File: src/rtl/nn_stream_pkg.sv
// Shared definitions for the network streaming blocks: default word width,
// the signed word type and the index-width helper.
package nn_stream_pkg;
   localparam int T_DEFAULT = 8;

   typedef logic signed [T_DEFAULT-1:0] word_t;

   // $clog2 that never returns 0, so a 1-entry index still has a bit.
   function automatic int clog2_min1(input int n);
      int r;
      r = $clog2(n);
      return (r < 1) ? 1 : r;
   endfunction
endpackage

File: src/rtl/argmax_cmp.sv
// One step of the running argmax: fold a new word into the current best.
// Combinational; used for both mid-vector updates and the completing word.
module argmax_cmp
   import nn_stream_pkg::*;
#(
   parameter int T  = T_DEFAULT,
   parameter int IW = 2
) (
   input  logic signed [T-1:0]  best_val,
   input  logic        [IW-1:0] best_idx,
   input  logic signed [T-1:0]  data_in,
   input  logic        [IW-1:0] cnt,
   input  logic                 first,
   output logic signed [T-1:0]  next_val,
   output logic        [IW-1:0] next_idx
);
   always_comb begin
      next_val = best_val;
      next_idx = best_idx;
      if (first) begin
         next_val = data_in;
         next_idx = '0;
      end else if (data_in > best_val) begin
         // Strict compare: on ties the earlier (lower) index is kept.
         next_val = data_in;
         next_idx = cnt;
      end
   end
endmodule

File: src/rtl/argmax_stream.sv
// Streams M signed words per vector and emits one (max value, index) result
// per vector through a single-entry output register.
module argmax_stream
   import nn_stream_pkg::*;
#(
   parameter int T  = T_DEFAULT,
   parameter int M  = 3,
   parameter int IW = clog2_min1(M)
) (
   input  logic                 clk,
   input  logic                 reset,
   input  logic                 s_valid,
   input  logic                 m_ready,
   input  logic signed [T-1:0]  data_in,
   output logic                 m_valid,
   output logic                 s_ready,
   output logic signed [T-1:0]  data_out,
   output logic        [IW-1:0] index_out
);
   logic        [IW-1:0] cnt_q, cnt_d;
   logic signed [T-1:0]  best_val_q, best_val_d;
   logic        [IW-1:0] best_idx_q, best_idx_d;
   logic                 m_valid_q, m_valid_d;
   logic signed [T-1:0]  data_out_q, data_out_d;
   logic        [IW-1:0] index_out_q, index_out_d;

   logic                 last;
   logic                 s_fire;
   logic signed [T-1:0]  next_val;
   logic        [IW-1:0] next_idx;

   assign last    = (cnt_q == IW'(M-1));
   // Only the completing word needs a free output slot; earlier words always go.
   assign s_ready = !(last && m_valid_q && !m_ready);
   assign s_fire  = s_valid && s_ready;

   argmax_cmp #(.T(T), .IW(IW)) u_cmp (
      .best_val (best_val_q),
      .best_idx (best_idx_q),
      .data_in  (data_in),
      .cnt      (cnt_q),
      .first    (cnt_q == '0),
      .next_val (next_val),
      .next_idx (next_idx)
   );

   always_comb begin
      cnt_d       = cnt_q;
      best_val_d  = best_val_q;
      best_idx_d  = best_idx_q;
      m_valid_d   = m_valid_q;
      data_out_d  = data_out_q;
      index_out_d = index_out_q;

      if (m_valid_q && m_ready) m_valid_d = 1'b0;

      if (s_fire) begin
         best_val_d = next_val;
         best_idx_d = next_idx;
         if (last) begin
            cnt_d       = '0;
            data_out_d  = next_val;
            index_out_d = next_idx;
            m_valid_d   = 1'b1;
         end else begin
            cnt_d = cnt_q + IW'(1);
         end
      end
   end

   always_ff @(posedge clk or negedge reset) begin
      if (!reset) begin
         cnt_q       <= '0;
         best_val_q  <= '0;
         best_idx_q  <= '0;
         m_valid_q   <= 1'b0;
         data_out_q  <= '0;
         index_out_q <= '0;
      end else begin
         cnt_q       <= cnt_d;
         best_val_q  <= best_val_d;
         best_idx_q  <= best_idx_d;
         m_valid_q   <= m_valid_d;
         data_out_q  <= data_out_d;
         index_out_q <= index_out_d;
      end
   end

   assign m_valid   = m_valid_q;
   assign data_out  = data_out_q;
   assign index_out = index_out_q;
endmodule

File: config.mk
export PLATFORM = sky130hd
export DESIGN_NAME = argmax_stream
export DESIGN_NICKNAME = d
export VERILOG_FILES = /design/src/rtl/nn_stream_pkg.sv /design/src/rtl/argmax_cmp.sv /design/src/rtl/argmax_stream.sv
export SDC_FILE = /design/constraint.sdc
export NUM_CORES = 1
export LEC_CHECK = 0
export BUFFER_PORTS_ARGS = -buffer_cell sky130_fd_sc_hd__buf_4
export CAP_MARGIN = 10
export CELL_PAD_IN_SITES_DETAIL_PLACEMENT = 1
export CELL_PAD_IN_SITES_GLOBAL_PLACEMENT = 1
export CORE_ASPECT_RATIO = 0.9
export CORE_MARGIN = 4
export CORE_UTILIZATION = 40
export CTS_CLUSTER_DIAMETER = 150
export CTS_CLUSTER_SIZE = 30
export DETAILED_ROUTE_END_ITERATION = 8
export PLACE_DENSITY_LB_ADDON = 0.1
export SLEW_MARGIN = 20
export SYNTH_ARGS = -nofsm -noshare
export SYNTH_HDL_FRONTEND = slang
export SYNTH_HIERARCHICAL = 1
export SYNTH_SLANG_ARGS = --single-unit
File: constraint.sdc
create_clock -name clk -period 2.23 [get_ports clk]
set_input_delay 0.5575 -clock clk [delete_from_list [all_inputs] [get_ports clk]]
set_output_delay 0.5575 -clock clk [all_outputs]
set_load 0.03 [all_outputs]
# After elaboration in Yosys (flattened, before gate mapping)

Cells that the tools add are included.
W data, S select, Z words.

Flip-flop bits (word level): 23
Input port bits: 12
Output and inout bits: 12

Add/sub/neg operators: 1
Magnitude comparators: 1
Equal/unequal tests: 1
Mux-type cells: 8
Reductions and logical operators: 8

Operators with widths:

| operator              | count |
|---|---|
| $mux W8               | 2 |
| $gt A8 B8 Y1          | 1 |
| $mux W2               | 3 |
| $logic_and A1 B1 Y1   | 4 |
| $mux W1               | 3 |
| $add A2 B1 Y2 const B | 1 |
| $eq A2 B2 Y1 const B  | 1 |
| $logic_not A1 Y1      | 2 |
| $logic_not A2 Y1      | 1 |
| $reduce_and A2 Y1     | 1 |

# Depth between registers and ports, before layout

Gate-level depths: netlist (run 1).

Depth after elaboration: 6
Gate-level depth with buffers: 8

# Hierarchy

Netlist (run 1), hierarchy kept.

Modules (own cells, without submodules):

| module        | instances | cells each | area each (µm²) | sequential area each (µm²) |
|---|---|---|---|---|
| argmax_stream | 1         | 58         | 994.7           | 575.6 |
| argmax_cmp    | 1         | 44         | 385.4           | 0.0 |

# Worst setup path before layout (run 1)

Ideal clock, no wire load.

Path kind: input port to flip-flop
Start point: input data_in[5]
End point: register best_val_q[1]
Arrival: 2407 ps
Required time: 2105 ps
Path slack: -302 ps
Cell stages on the path: 7
Path through: ha_1 a21o_1 a2111oi_4 a211oi_2 nor3_4 mux2_2 mux2_4

Word-level cells in the longest chain between the ends: 3

Ends and longest elaborated chain:

| what                 | RTL line            | source |
|---|---|---|
| start, declared      | argmax_stream.sv:14 | `input logic signed [T-1:0] data_in,` |
| $gt A8 B8 Y1         | argmax_cmp.sv:23    | `end else if (data_in > best_val) begin` |
| $mux W8              | argmax_cmp.sv:23    |  |
| $mux W8              | argmax_cmp.sv:20    | `if (first) begin` |
| via next_val[1]      | argmax_stream.sv:29 | `logic signed [T-1:0] next_val;` |
| end signal, assigned | argmax_stream.sv:81 | `best_val_q <= best_val_d;` |
| end, declared        | argmax_stream.sv:21 | `logic signed [T-1:0] best_val_q, best_val_d;` |

The timed path passes the listed nets, and every way through them passes these cells.
A chain may end at the register's enable or synchronous reset.

# Worst setup path in the final report (run 1)

Start point: register best_val_q[5]
End point: register best_val_q[6]

Word-level cells in the longest chain between the ends: 3

Ends and longest elaborated chain:

| what            | RTL line |
|---|---|
| $gt A8 B8 Y1    | argmax_cmp.sv:23 |
| $mux W8         | argmax_cmp.sv:23 |
| $mux W8         | argmax_cmp.sv:20 |
| via next_val[6] | argmax_stream.sv:29 |

The timed path passes the listed nets, and every way through them passes these cells.

==> results.yml, run 1 <==
outcome:
  status: "finished with violations"
  violations: "setup timing"
clock_network:
  cts_buffers: 3
  htree_levels: 1
  cts.sinks: 23
  clk_pin_slew_ps: 90
  clk_latency_ps: 270
  cts.path.max_buffers: 2
  cts-hold-fix-buffers: 0
  tritoncts: "built"
  cts_root_buf: "clkbuf_8"
route:
  via_per_inst: 4.95
  ant_nets: 0
  drc_errors: 0
  drt_iter0_drc: 17
  wl_um: 2820
  wl_per_cell_um: 16.0
  firstDrtPassIters: 3
  via_count: 871
place:
  place_area_mm2: 0.00167
  place_congestion: 0.723
  hpwl_um: 2190
  portBuffers: 23
die:
  row_count: 19
  start_util_pct: 43.3
  core-area_mm2: 0.00319
  die-width_um: 69.9
  die_h_um: 63.7
  die_area_mm2: 0.00446
  io-pin-count: 24
global_route:
  grt_max_degree: 24
  grt.overflow.total: 0
  grt_pass1_vias: 1043
  grt_pass1_wl_um: 5020
  antenna_found_initial: 0
  grt_usage_pct: 14.2
finish:
  n_fill_cell: 346
  final_cell_area_mm2: 0.00173
  drive_gt1_share_pct: 53.7
  final_cell_mix: "mux2_4 (28), buf_4 (28), dfrtp_1 (23)"
  diodes: 0
  final_nets: 155
  final_core_util_pct: 54.2
  syn_to_final_growth_pct: 25.1
yosys:
  synth_area_leaders: "dfrtp_1 (42%), mux2_4 (21%), mux2_2 (8.2%)"
  syn_nets: 122
  yosysWarnings: 6
  ys_ff_latch: 23
  syn-cell-area_mm2: 0.00138
  synth-seq-area-share_pct: 41.7
  syn_area_per_cell_um2: 13.5
  yosysUniqueCellTypes: 24
  yosysTopAreaCell: "dfrtp_1"
  syn_inst: 102
  synth_top_area_share_pct: 41.7
worst_setup_path:
  crit_chain: "inv_2 > ha_4 > a21o_1 > a2111oi_4 > a211oi_2 > nor3_4 > buf_6 > mux2_4 > mux2_4"
  r2r_start: "best_val_q[5]"
  crit_type: "reg2reg"
  crit_required_ps: 2380
  critPathLaunch: "best_val_q[5]"
  max_stage_delay_ps: 400
  critPathArrivalTime_ps: 2440
  worstPathMaxFanout: 4
  cp-start-kind: "flip-flop"
  r2r_setup_slack_ps: -60
  critical_path.endpoint_type: "flip-flop"
  ff2ff_path_depth: 9
  path_delay_family: "compound AO/OA/AOI/OAI gates"
  cpMostUsedCell: "mux2_4"
  cpMaxStageDelayCell: "dfrtp_1"
  reg2reg_to: "best_val_q[6]"
  cp_num_buf_inv: 2
power:
  switching_share_pct: 38.5
  p_int_mw: 1.57
  clkPwrFrac_pct: 10.4
  p_sw_mw: 0.981
  power.density_mw_per_mm2: 1480
  pwr-share-comb_pct: 58.9
  power_frac_seq_pct: 30.7
  p_leak_nw: 0.866
  total_power_mw: 2.55
  ir_drop_uv: 674
sta:
  setup_ws_ps: -59.1
  slew_violations: 0
  tightest_slew_ps: 439
  max_freq_ghz: 0.437
  fin_worst_skew_ps: 7.27
  fin_crit_ps: 2290
  timing.final.crit_share_pct: 103
  setup_violations: 16
  rsz0062_at_grt: "true"
  max_slew_margin_pct: 70.7
  hold_viol: 0
job:
  maxCapViolations: 0
min_path:
  hp-class: "in2async"
[sequential cells by signal, summed over array words and instances (netlist names)]
register,count
best_idx_q,2
data_out,8
m_valid,1
best_val_q,8
cnt_q,2
index_out,2
[layout make-up]
class	instances	area [um2]	share of cell area, %
Timing Repair Buffer	30	233	13.5
Multi-Input combinational cell	68	786	45.5
Tap cell	42	52.6	3.04
Clock buffer	3	41.3	2.39
Sequential cell	23	576	33.3
Clock inverter	1	5.00	0.290
Inverter	9	33.8	1.96
[logic make-up (layout without fill, tap and decap cells)]
kind of cell,count (synthesis),in the layout,share of synthesized area (%)
buffers and inverters,11,43,4.71
muxes,31,31,30.3
adders and majority gates,8,8,7.25
and+or+nand+nor,21,21,10.2
DFF,23,23,41.7
AOI/OAI and AO/OA,8,8,5.89
[synth_stat cells]
cell	n
a2111oi_4	1
a211oi_2	1
a21o_1	2
a21oi_1	2
and3_4	1
buf_12	1
buf_6	1
dfrtp_1	23
ha_1	8
inv_1	9
mux2_2	10
mux2_4	19
mux2i_1	2
nand2_1	3
nand2b_1	7
nand4_1	2
nor2_1	3
nor2b_1	1
nor2b_4	1
nor3_4	1
o211ai_1	1
o21ai_2	1
or2_2	1
or2b_1	1
[layer usage]
layer / global-route usage, % / routed length, um / share of wire (%)
met2: 25.6 / 1390 / 49
met3: 4.29 / 137 / 4.9
met1: 17.1 / 1280 / 45
met4: 2.15 / 15 / 0.53
met5: 0 / 0 / 0
[through the flow]
step                TNS [ps]  hold WS [ps]  worst slack [ps]  instances
CTS                     -973           169             -80.5        176
detailed placement     -5580           473              -311        172
global route           -2810           185              -176        176
floorplan              -3140           262              -202        102
global placement       -5230           469              -300        172
finish                  -736           167             -59.1        176
[worst max-delay path by stage]
stage	end	depth (start not counted)
floorplan	best_val_q[0]	7
global placement	best_val_q[1]	9
detailed placement	best_val_q[1]	9
CTS	best_val_q[6]	9
global route	best_val_q[6]	9
finish	best_val_q[6]	9
[power by group through the flow]
stage	Clock [mW]	Combinational, mW	Sequential [mW]
final	0.265	1.50	0.783
after floorplan	0	0.904	0.946
after CTS	0.279	1.52	0.786
after global placement	0	1.44	0.773
after global routing	0.297	1.63	0.818
after detailed placement	0	1.50	0.786
[repair_timing]
item / in CTS / in global routing
hold endpoints to repair: 0 / 0
gates resized for setup: 3 / 1
setup buffers: 0 / 0
endpoints found under the setup margin: 17 / 20
pin swaps: 1 / 0
No activity file was read; power rests on OpenSTA's default activity.
==> run 2, diff against run 1 <==
--- a/config.mk
+++ b/config.mk
@@ -5,13 +5,14 @@
 export SDC_FILE = /design/constraint.sdc
 export NUM_CORES = 1
 export LEC_CHECK = 0
+export ABC_AREA = 1
 export BUFFER_PORTS_ARGS = -buffer_cell sky130_fd_sc_hd__buf_4
 export CAP_MARGIN = 10
 export CELL_PAD_IN_SITES_DETAIL_PLACEMENT = 1
 export CELL_PAD_IN_SITES_GLOBAL_PLACEMENT = 1
 export CORE_ASPECT_RATIO = 0.9
 export CORE_MARGIN = 4
-export CORE_UTILIZATION = 40
+export CORE_UTILIZATION = 36
 export CTS_CLUSTER_DIAMETER = 150
 export CTS_CLUSTER_SIZE = 30
 export DETAILED_ROUTE_END_ITERATION = 8
==> run 2 against run 1 <==
Net effect: critical path depth is 2 higher; first-iteration DRC count up 140%; global-route usage is 2.8 points higher; worst setup slack improved by 310 ps; highest routed layer unchanged; sequential share of layout area is 0.79 points higher; the flow now finishes without violations.
==> results.yml, run 2 <==
sta:
  setup_ws_ps: 247
  tightest_slew_ps: 415
  max_slew_margin_pct: 72.3
  fin_hold_ws_ps: 173
  fin_setup_tns_ps: 0
  rsz0062_at_grt: "false"
  fin_crit_ps: 1980
  fin_worst_skew_ps: 11.8
  setup_violations: 0
  slew_violations: 0
  hold_viol: 0
  max_freq_ghz: 0.504
  timing.final.crit_share_pct: 88.9
yosys:
  synth-seq-area-share_pct: 40.5
  yosysWarnings: 6
  yosysMostFrequentCell: "nand2_1"
  yosysTopAreaCell: "dfrtp_1"
  yosysUniqueCellTypes: 21
  synth_flop_cell: "dfrtp_1"
  synthTopCellsByCount: "nand2_1 (70), dfrtp_1 (23), nand3_1 (20), inv_1 (16), nand4_1 (12)"
  syn_nets: 206
  ys_ff_latch: 23
  syn_inst: 186
  syn-cell-area_mm2: 0.00142
  async_reset_ff_share_pct: 100
  synth-edff-count: 0
  synth_area_leaders: "dfrtp_1 (40%), nand2_1 (18%), ha_1 (7.0%)"
  syn_area_per_cell_um2: 7.65
  synth_top_area_share_pct: 40.5
finish:
  final_cell_area_mm2: 0.00169
  layoutNonFillerInstCount: 256
  multi_input_area_um2: 722
  seq_area_um2: 576
  final_nets: 231
  diodes: 0
  syn_to_final_growth_pct: 18.6
  final_core_util_pct: 44.9
  layout_commonest_cell: "nand2_1"
  final_cell_mix: "nand2_1 (70), buf_4 (29), dfrtp_1 (23)"
  drive_gt1_share_pct: 23.3
  n_fill_cell: 470
clock_network:
  cts.sinks: 23
  htree_levels: 1
  clk_pin_slew_ps: 90
  cts_root_buf: "clkbuf_8"
  cts-resized-gates: 0
  cts-hold-fix-buffers: 0
  cts_buffers: 3
  tritoncts: "built"
  clk_latency_ps: 270
  cts.path.max_buffers: 2
  cts_setup_buffers: 0
die:
  core-area_mm2: 0.00376
  row_count: 21
  io-pin-count: 24
  die_h_um: 67.6
  die-width_um: 74.3
  die_area_mm2: 0.00502
  start_util_pct: 37.9
route:
  drc_errors: 0
  via_per_inst: 5.09
  firstDrtPassIters: 4
  wl_um: 3760
  ant_nets: 0
  wl_per_cell_um: 14.7
  via_count: 1304
  drt_iter0_drc: 40
power:
  p_leak_nw: 0.953
  total_power_mw: 2.52
  ir_drop_uv: 510
  power.density_mw_per_mm2: 1490
place:
  place_inst: 249
  dpl_worst_slack_ps: -27.6
  portBuffers: 23
  place_congestion: 0.825
  place_area_mm2: 0.00162
  hpwl_um: 2960
global_route:
  grt_pass1_vias: 1446
  grt_max_degree: 26
  grt_usage_pct: 17.0
  grt.overflow.total: 0
  antenna_found_initial: 0
  grt_pass1_wl_um: 6610
worst_setup_path:
  critPathArrivalTime_ps: 2130
  cp-start-kind: "flip-flop"
  worstPathMaxFanout: 8
  crit_required_ps: 2380
  crit_type: "reg2reg"
  critical_path.endpoint_type: "flip-flop"
job:
  maxCapViolations: 0
outcome:
  status: "finished clean"
min_path:
  hp-class: "in2async"
-- run 2: cell count changes after synthesis, moves of 4 or more --
cell      delta
nand2_2      +5
mux2_4      -19
nand2b_1     -7
mux2_2      -10
buf_2        +4
inv_1        +7
nand3_1     +20
nand4_1     +10
nand2_1     +67
-- run 2: worst paths after layout --
check                         startpoint           to  slack [ps]  depth (start not counted)
hold reg to reg              data_out[6]  data_out[6]         480                          2
max in group asynchronous          reset  data_out[6]        1800                          1
setup / recovery           best_val_q[7]  data_out[4]         250                         11
setup reg to reg           best_val_q[7]  data_out[4]         250                         11
min in group clk             data_out[6]  data_out[6]         480                          2
hold / removal                     reset     cnt_q[1]         170                          1
-- run 2: metal layers --
metal / track usage [%] / share of wire (%) / vias up
met1: 20.8 / 43 / 639
met4: 4.67 / 1.6 / 0
met2: 30.4 / 53 / 17
li1: - / - / 642
met5: 0 / 0 / -
met3: 3.42 / 2.4 / 6
-- run 2: area by class of cell --
type	instances	area share, %
inverters	18	4.01
well taps	46	3.41
clock inverters	1	0.297
multi-input cells	136	42.8
flip-flops and latches	23	34.1
clock buffers	3	2.45
repair buffers	29	12.9
-- run 2: cell families after synthesis --
group | share of synthesized area, %
buffers and inverters | 8.80
and+or+nand+nor | 41.4
adders and majority gates | 7.04
AOI/OAI and AO/OA | 2.29
DFF | 40.5
-- run 2: where the power goes --
part           leakage [nW]  switching (mW)  internal, mW
Clock                0.0255           0.136         0.125
Combinational         0.637           0.954         0.548
Sequential            0.291           0.148         0.606
-- run 2: worst max-delay path, stage by stage, from the launching register on --
cell and delay (ps):
dfrtp_1 370, inv_1 50, ha_1 310, a21o_1 220, nor2_4 130, nand3_2 150, nand3_4 170, nand2_4 100
nand2_1 100, nand2_1 100, nand4_1 100, nand2_1 60
==> run 3, diff against run 2 <==
--- a/config.mk
+++ b/config.mk
@@ -9,10 +9,10 @@
 export BUFFER_PORTS_ARGS = -buffer_cell sky130_fd_sc_hd__buf_4
 export CAP_MARGIN = 10
 export CELL_PAD_IN_SITES_DETAIL_PLACEMENT = 1
-export CELL_PAD_IN_SITES_GLOBAL_PLACEMENT = 1
+export CELL_PAD_IN_SITES_GLOBAL_PLACEMENT = 2
 export CORE_ASPECT_RATIO = 0.9
 export CORE_MARGIN = 4
-export CORE_UTILIZATION = 36
+export CORE_UTILIZATION = 28
 export CTS_CLUSTER_DIAMETER = 150
 export CTS_CLUSTER_SIZE = 30
 export DETAILED_ROUTE_END_ITERATION = 8
==> constraint.sdc (replaced) <==
create_clock -name clk -period 2.23 [get_ports clk]
set_input_delay 0.669 -clock clk [delete_from_list [all_inputs] [get_ports clk]]
set_output_delay 0.669 -clock clk [all_outputs]
set_load 0.03 [all_outputs]
==> run 3 against run 2 <==
Net effect: clock power is essentially flat; critical path depth rose by 1; final area grew 3.6%; sequential power barely moved; routed wire length down 1.8%; utilization shrank 9.2 points; critical path type is now in2reg; critical endpoint is now data_out[0]; clock skew fell by 2.6 ps; via count is the same; sequential share of layout area is 1.2 points lower; register-to-register slack worse by 20 ps; flip-flop and latch count did not move; total power down 1.7%; largest power group unchanged.
==> results.yml, run 3 (same netlist as run 2, synthesis figures left out) <==
clock_network:
  cts.sinks: 23
  cts-resized-gates: 0
  cts_setup_buffers: 0
  clk_pin_slew_ps: 90
  htree_levels: 1
  cts-hold-fix-buffers: 0
  tritoncts: "built"
  cts_root_buf: "clkbuf_8"
  cts_buffers: 3
  cts.path.max_buffers: 2
  clk_latency_ps: 270
finish:
  multi_input_area_um2: 722
  drive_gt1_share_pct: 24.7
  n_fill_cell: 619
  final_nets: 236
  final_cell_mix: "nand2_1 (70), buf_4 (34), dfrtp_1 (23)"
  layoutNonFillerInstCount: 280
  syn_to_final_growth_pct: 22.8
  layout_commonest_cell: "nand2_1"
  final_core_util_pct: 35.7
  seq_area_um2: 576
  diodes: 0
min_path:
  hp-class: "in2async"
worst_setup_path:
  worst-path-stages: 12
  max_stage_delay_ps: 330
  worstPathMaxFanout: 9
  ff2ff_path_depth: 12
  cp-start-kind: "primary input"
  path_delay_family: "simple AND/OR/NAND/NOR gates"
  crit_chain: "buf_4 > ha_1 > a21o_1 > nor2_4 > nand2_1 > nand2_2 > nand3_4 > nand2_4 > nand2_1 > nand2_1 > nand4_1 > nand2_1"
  cpMostUsedCell: "nand2_1"
  crit_type: "in2reg"
  cp_num_buf_inv: 1
  cpMaxStageDelayCell: "ha_1"
  critical_path.endpoint_type: "flip-flop"
  critPathArrivalTime_ps: 2280
  crit_required_ps: 2430
power:
  p_leak_nw: 0.975
  total_power_mw: 2.47
  power.density_mw_per_mm2: 1420
  ir_drop_uv: 359
route:
  drc_errors: 0
  via_count: 1304
  wl_um: 3690
  drt_iter0_drc: 71
  via_per_inst: 4.66
  firstDrtPassIters: 4
  wl_per_cell_um: 13.2
  ant_nets: 0
global_route:
  gr-max-usage-layer: "met2"
  grt_pass1_vias: 1412
  grt_pass1_wl_um: 6610
  antenna_found_initial: 0
  grt_usage_pct: 13.4
  grt.overflow.total: 0
  grt_max_degree: 26
  gr-usage-met3_pct: 3.03
  gr-usage-met1_pct: 15.7
  grt_use_met2_pct: 25.5
place:
  hpwl_um: 3000
  portBuffers: 23
  place_congestion: 0.811
  place_inst: 276
  dpl_worst_slack_ps: -143
sta:
  hold_viol: 0
  slew_violations: 0
  timing.final.crit_share_pct: 93.4
  fin_crit_ps: 2080
  fin_worst_skew_ps: 9.18
  max_slew_margin_pct: 74.3
  fin_setup_tns_ps: 0
  tightest_slew_ps: 385
  max_freq_ghz: 0.480
  setup_violations: 0
  rsz0062_at_grt: "false"
  setup_ws_ps: 146
die:
  start_util_pct: 29.1
  die_area_mm2: 0.00629
  row_count: 24
  die-width_um: 83.1
  io-pin-count: 24
  die_h_um: 75.6
  core-area_mm2: 0.00489
job:
  maxCapViolations: 0
outcome:
  status: "finished clean"
-- run 3: cell count changes in the layout (fill, tap and decap cells not counted), sizes merged --
cell / change
buf: +5
clkinv: -1
clkbuf: +1
-- run 3: cell type report --
type / count / area share [%]
Clock buffer: 4 / 2.58
Inverter: 18 / 3.87
Multi-Input combinational cell: 136 / 41.3
Sequential cell: 23 / 33.0
Tap cell: 65 / 4.66
Timing Repair Buffer: 34 / 14.6
-- run 3: routing by layer --
metal | vias up | part of all wire [%] | wire [um]
li1 | 653 | - | -
met1 | 629 | 44 | 1610
met2 | 20 | 53 | 1940
met3 | 2 | 3.2 | 117
met4 | 0 | 0.62 | 23
met5 | - | 0 | 0
-- run 3: metrics by stage --
stage / cell area (um2) / hold WS [ps]
after floorplan: 1420 / 373
after global placement: 1700 / 460
after detailed placement: 1700 / 464
after CTS: 1750 / 296
after global routing: 1750 / 306
final: 1750 / 284
-- run 3: path summary, 6_finish.rpt --
| path | start | slack [ps] | endpoint |
|---|---|---|---|
| max reg2reg | best_val_q[7] | 230 | data_out[0] |
| min in group clk | index_out[0] | 480 | index_out[0] |
| min | reset | 280 | best_idx_q[0] |
| max in group asynchronous | reset | 1690 | data_out[1] |
| min reg2reg | index_out[0] | 480 | index_out[0] |
| max | data_in[7] | 150 | data_out[0] |
-- run 3: power by group --
part	internal [mW]	switching, mW
Clock	0.128	0.134
Combinational	0.543	0.915
Sequential	0.606	0.149
